File: src/rtl/sdram_pkg.sv
// Shared types and constants for the SDRAM request arbiter.
// State encoding, address widths and requester ids.
package sdram_pkg;

    localparam int ROW_W = 12;
    localparam int COL_W = 12;
    localparam int BA_W  = 2;

    typedef enum logic [1:0] {
        IDLE      = 2'd0,
        ISSUE     = 2'd1,
        WAIT_ACC  = 2'd2,
        WAIT_DONE = 2'd3
    } state_t;

    typedef enum logic {
        REQ_A = 1'b0,
        REQ_B = 1'b1
    } req_id_t;

endpackage

File: src/rtl/sdram_rr_pick.sv
// Two-way round-robin select.
// On contention the side named by ptr_i wins.
module sdram_rr_pick
    import sdram_pkg::*;
(
    input  logic req_a_i,
    input  logic req_b_i,
    input  logic ptr_i,
    output logic grant_o,
    output logic grant_valid_o
);

    // Pick the winner; a lone requester always wins.
    always_comb begin
        grant_valid_o = req_a_i | req_b_i;
        grant_o       = REQ_A;
        if (req_a_i && req_b_i) begin
            grant_o = ptr_i;
        end else if (req_b_i) begin
            grant_o = REQ_B;
        end
    end

endmodule

File: src/rtl/sdram_req_arbiter.sv
// Two-port arbiter/sequencer in front of the SDRAM driver.
// One active-low strobe per grant, address held until next grant.
module sdram_req_arbiter
    import sdram_pkg::*;
#(
    parameter int SETTLE_CYC     = 2,
    parameter int ACCEPT_TIMEOUT = 16
) (
    input  logic             SDRAM_CLK_IN,
    input  logic             reset,
    input  logic             req_a,
    input  logic             we_a,
    input  logic [ROW_W-1:0] row_a,
    input  logic [COL_W-1:0] col_a,
    input  logic [BA_W-1:0]  bank_a,
    input  logic             req_b,
    input  logic             we_b,
    input  logic [ROW_W-1:0] row_b,
    input  logic [COL_W-1:0] col_b,
    input  logic [BA_W-1:0]  bank_b,
    output logic             done_a,
    output logic             done_b,
    output logic             err,
    output logic             start_write,
    output logic             start_read,
    output logic [ROW_W-1:0] ADDR_ROW,
    output logic [COL_W-1:0] ADDR_COL,
    output logic [BA_W-1:0]  BANK,
    input  logic             process_flg
);

    localparam logic [3:0] SETTLE_MAX = 4'(SETTLE_CYC);
    localparam logic [7:0] TMO_MAX    = 8'(ACCEPT_TIMEOUT);

    state_t           state_q, state_d;
    logic [3:0]       settle_q, settle_d;
    logic [7:0]       tmo_q, tmo_d;
    req_id_t          ptr_q, ptr_d;
    req_id_t          gnt_q, gnt_d;
    logic             we_q, we_d;
    logic [ROW_W-1:0] row_q, row_d;
    logic [COL_W-1:0] col_q, col_d;
    logic [BA_W-1:0]  bank_q, bank_d;
    logic             sw_q, sw_d;
    logic             sr_q, sr_d;
    logic             da_q, da_d;
    logic             db_q, db_d;
    logic             err_q, err_d;

    logic             pick_w;
    logic             pick_vld;
    req_id_t          pick_id;

    sdram_rr_pick u_pick (
        .req_a_i       (req_a),
        .req_b_i       (req_b),
        .ptr_i         (ptr_q),
        .grant_o       (pick_w),
        .grant_valid_o (pick_vld)
    );

    assign pick_id = req_id_t'(pick_w);

    // Next-state, counters and registered strobes/pulses.
    always_comb begin
        state_d  = state_q;
        settle_d = settle_q;
        tmo_d    = tmo_q;
        ptr_d    = ptr_q;
        gnt_d    = gnt_q;
        we_d     = we_q;
        row_d    = row_q;
        col_d    = col_q;
        bank_d   = bank_q;
        sw_d     = 1'b1;
        sr_d     = 1'b1;
        da_d     = 1'b0;
        db_d     = 1'b0;
        err_d    = err_q;

        if (process_flg) begin
            settle_d = 4'd0;
        end else if (settle_q != SETTLE_MAX) begin
            settle_d = settle_q + 4'd1;
        end

        unique case (state_q)
            IDLE: begin
                if (settle_q == SETTLE_MAX && pick_vld) begin
                    state_d = ISSUE;
                    gnt_d   = pick_id;
                    ptr_d   = (pick_id == REQ_A) ? REQ_B : REQ_A;
                    if (pick_id == REQ_B) begin
                        row_d  = row_b;
                        col_d  = col_b;
                        bank_d = bank_b;
                        we_d   = we_b;
                    end else begin
                        row_d  = row_a;
                        col_d  = col_a;
                        bank_d = bank_a;
                        we_d   = we_a;
                    end
                    // strobe is low during the ISSUE cycle
                    sw_d = ~we_d;
                    sr_d = we_d;
                end
            end
            ISSUE: begin
                tmo_d   = 8'd0;
                state_d = WAIT_ACC;
            end
            WAIT_ACC: begin
                if (process_flg) begin
                    state_d = WAIT_DONE;
                end else begin
                    if (tmo_q != TMO_MAX) begin
                        tmo_d = tmo_q + 8'd1;
                    end
                    if (tmo_d == TMO_MAX) begin
                        err_d   = 1'b1;
                        da_d    = (gnt_q == REQ_A);
                        db_d    = (gnt_q == REQ_B);
                        state_d = IDLE;
                    end
                end
            end
            WAIT_DONE: begin
                if (!process_flg) begin
                    da_d     = (gnt_q == REQ_A);
                    db_d     = (gnt_q == REQ_B);
                    settle_d = 4'd0;
                    state_d  = IDLE;
                end
            end
            default: state_d = IDLE;
        endcase
    end

    // State register with synchronous reset.
    always_ff @(posedge SDRAM_CLK_IN) begin
        if (reset) begin
            state_q  <= IDLE;
            settle_q <= 4'd0;
            tmo_q    <= 8'd0;
            ptr_q    <= REQ_A;
            gnt_q    <= REQ_A;
            we_q     <= 1'b0;
            row_q    <= '0;
            col_q    <= '0;
            bank_q   <= '0;
            sw_q     <= 1'b1;
            sr_q     <= 1'b1;
            da_q     <= 1'b0;
            db_q     <= 1'b0;
            err_q    <= 1'b0;
        end else begin
            state_q  <= state_d;
            settle_q <= settle_d;
            tmo_q    <= tmo_d;
            ptr_q    <= ptr_d;
            gnt_q    <= gnt_d;
            we_q     <= we_d;
            row_q    <= row_d;
            col_q    <= col_d;
            bank_q   <= bank_d;
            sw_q     <= sw_d;
            sr_q     <= sr_d;
            da_q     <= da_d;
            db_q     <= db_d;
            err_q    <= err_d;
        end
    end

    assign start_write = sw_q;
    assign start_read  = sr_q;
    assign done_a      = da_q;
    assign done_b      = db_q;
    assign err         = err_q;
    assign ADDR_ROW    = row_q;
    assign ADDR_COL    = col_q;
    assign BANK        = bank_q;

endmodule

File: config.mk
export PLATFORM = sky130hd
export DESIGN_NAME = sdram_req_arbiter
export DESIGN_NICKNAME = d
export VERILOG_FILES = /design/src/rtl/sdram_pkg.sv /design/src/rtl/sdram_rr_pick.sv /design/src/rtl/sdram_req_arbiter.sv
export SDC_FILE = /design/constraint.sdc
export NUM_CORES = 1
export LEC_CHECK = 0
export BUFFER_PORTS_ARGS = -buffer_cell sky130_fd_sc_hd__buf_2
export CORE_MARGIN = 2
export CORE_UTILIZATION = 47
export DETAILED_ROUTE_END_ITERATION = 16
export PLACE_DENSITY = 0.77
export SETUP_SLACK_MARGIN = 0.05
export SLEW_MARGIN = 20
export SYNTH_ARGS = -nofsm -noshare
export SYNTH_HDL_FRONTEND = slang
export SYNTH_SLANG_ARGS = --single-unit
File: constraint.sdc
create_clock -name SDRAM_CLK_IN -period 1.8 [get_ports SDRAM_CLK_IN]
set_input_delay 0.09 -clock SDRAM_CLK_IN [delete_from_list [all_inputs] [get_ports SDRAM_CLK_IN]]
set_output_delay 0.09 -clock SDRAM_CLK_IN [all_outputs]
set_load 0.02 [all_outputs]
==> flow_metrics.tcl <==
set metrics [dict create \
    finClkSkew_ps 4.93 \
    finalCritPeriodShare 0.937 \
    antenna_found_initial 0 \
    cts_hold_buffers 0 \
    grtUsageTotal 0.203 \
    via_count 2279 \
    final_nets 423 \
    die_h_um 75.2 \
    path_class "flip-flop to flip-flop" \
    whs_ps 44.7 \
    stdcell_area_mm2 0.00308 \
    grt_overflow 0 \
    cp-end-kind "flip-flop" \
    core_area_mm2 0.00482 \
    grt_max_degree 55 \
    cts_buffer_depth 2 \
    final_common_cell "buf_2" \
    power_density_mw_per_mm2 643 \
    dieWidth_um 75.2 \
    arrival_ps 1880 \
    drive_above_1_share 0.352 \
    diodes 0 \
    area_growth_pct 29.2 \
    dr.pass1.iters 4 \
    totalWireLength_um 6000 \
    ios 90 \
    nFillCells 436 \
    hpwl_um 4340 \
    ant_nets 0 \
    cts-root-buf "clkbuf_8" \
    syn_area_per_cell_um2 8.88 \
    slew_headroom 0.746 \
    cp_max_fo 4 \
    crit_path_start_kind "flip-flop" \
    maxCapViolCount 0 \
    die_area_mm2 0.00565 \
    totalPowerFinal_mw 1.98 \
    grt_pass1_wl_um 8690 \
    syn-cell-area_mm2 0.00238 \
    htreeDepth 2 \
    slew_violations 0 \
    clk_latency_ps 300 \
    rows 25 \
    vias_per_cell 5.32 \
    async_reset_ff_frac 0 \
    worstReg2RegStart "tmo_q[1]$_SDFFE_PP0P_" \
    yosysWarnings 0 \
    drt-initial-drc-count 93 \
    hold_path_class "input port to flip-flop" \
    fin_setup_tns_ps 0 \
    cts_buffers 5 \
    start_util 0.494 \
    ys_ff_latch 47 \
    cp-startpoint "tmo_q[1]$_SDFFE_PP0P_" \
    netlist_instances 268 \
    yosysUniqueCellTypes 49 \
    min_from "we_b" \
    tightest_slew_ps 381 \
    cts_tree "built" \
    setup_viol 0 \
    dpl_cell_area_mm2 0.00295 \
    ir_drop_mv 0.408 \
    finalHoldViolCount 0 \
    cts_setup_buffers 0 \
    clkSinkCount 47 \
    gp_congestion 0.859 \
    mostFrequentLayoutCells "buf_2 (89), dfxtp_1 (45), nor2_1 (44), mux2i_1 (29), a211oi_1 (27)" \
    synth_nets 331 \
    fmax_ghz 0.593 \
    grt_setup_unrepaired "false" \
    wl_per_cell_um 14.0 \
    seq_area_frac_synth 0.395 \
    p_leak_nw 1.40 \
    status "finished, final reports clean" \
    synth-edff-count 0 \
    path_clk_slew_ps 80 \
    grt_pass1_vias 1957 \
    crit_required_ps 1990 \
    synth-main-ff-cell "dfxtp_1" \
    finalWorstPathRequiredPeriod_ps 1690 \
    route.detailed.drc 0 \
    port_buffers 89 \
]
==> synthesized netlist by cell type (all sizes together), types with 3 or more instances <==
library cell  count  share of area
nor3              5          0.015
o21ai             7          0.015
a21oi             7          0.015
nor2             44          0.069
inv               8          0.013
a211oi           27          0.085
ha                4          0.021
dfxtp            47           0.40
nor2b             4          0.011
nand3             5          0.013
buf              12          0.029
nand2            14          0.022
o211ai            3         0.0095
nand2b            5          0.013
clkbuf            9          0.014
a311oi            3          0.014
mux2i            29           0.12
==> area by class of cell <==
class,count,area (um2),share of cell area
multi-input cells,192,1340,0.434
repair buffers,106,603,0.196
clock inverters,1,5.00,0.00163
inverters,8,30.0,0.00976
clock buffers,7,76.3,0.0248
well taps,67,83.8,0.0272
flip-flops and latches,47,943,0.307
==> worst paths after layout <==
| check | cells past startpoint | slack [ps] | to |
|---|---|---|---|
| max | 6 | 110 | state_q[1]$_SDFFE_PP0P_ |
| min | 3 | 40 | start_read$_SDFF_PP1_ |
| max reg2reg | 6 | 110 | state_q[1]$_SDFFE_PP0P_ |
| min reg2reg | 2 | 500 | ADDR_COL[4]$_SDFFE_PP0P_ |
==> worst max-delay path, cell delays in order, from the launching register on <==
cell and delay (ps):
dfxtp_1 410, inv_1 120, ha_1 200, nand4_2 110, mux2i_1 250, nand3_2 150
o31a_1 340
==> metal layers <==
metal | vias up | global-route usage | share of wire | wire length (um)
li1 | 1147 | - | - | -
met1 | 1047 | 0.257 | 0.43 | 2580
met2 | 74 | 0.331 | 0.49 | 2960
met3 | 11 | 0.0576 | 0.061 | 366
met4 | 0 | 0.0741 | 0.016 | 97
met5 | - | 0 | 0 | 0
==> flip-flops by register name, summed over array words and instances, names as in the netlist, 2 cells and up <==
| register | flops |
|---|---|
| ADDR_COL | 12 |
| ADDR_ROW | 12 |
| BANK | 2 |
| settle_q | 4 |
| state_q | 2 |
| tmo_q | 8 |
==> logic make-up (layout without fill, tap and decap cells) <==
group / Yosys count / count (layout) / synth area share
XOR/XNOR: 4 / 4 / 0.0147
buffers and inverters: 29 / 122 / 0.0562
multiplexers: 29 / 29 / 0.122
AND/OR/NAND/NOR: 94 / 94 / 0.200
flip-flops: 47 / 47 / 0.395
AO/OA/AOI/OAI: 61 / 61 / 0.191
adder cells (fa/ha/maj): 4 / 4 / 0.0210
==> where the power goes <==
group	total, mW	switching (mW)	internal (mW)
Sequential	1.08	0.0160	1.06
Clock	0.609	0.337	0.273
Combinational	0.288	0.152	0.136
==> repair_timing <==
action | in CTS | in global routing
cloned | 0 | 1
endpoints found under the setup margin | 2 | 6
pin swaps | 0 | 1
gates resized for setup | 1 | 4
==> through the flow <==
step / util / setup WS [ps] / instances
global placement: 0.612 / 121 / 419
detailed placement: 0.612 / 57.1 / 419
floorplan: - / 182 / 268
CTS: 0.630 / 81.0 / 427
global route: 0.639 / 38.6 / 428
finish: 0.639 / 114 / 428
No activity file was read; power rests on OpenSTA's default activity.
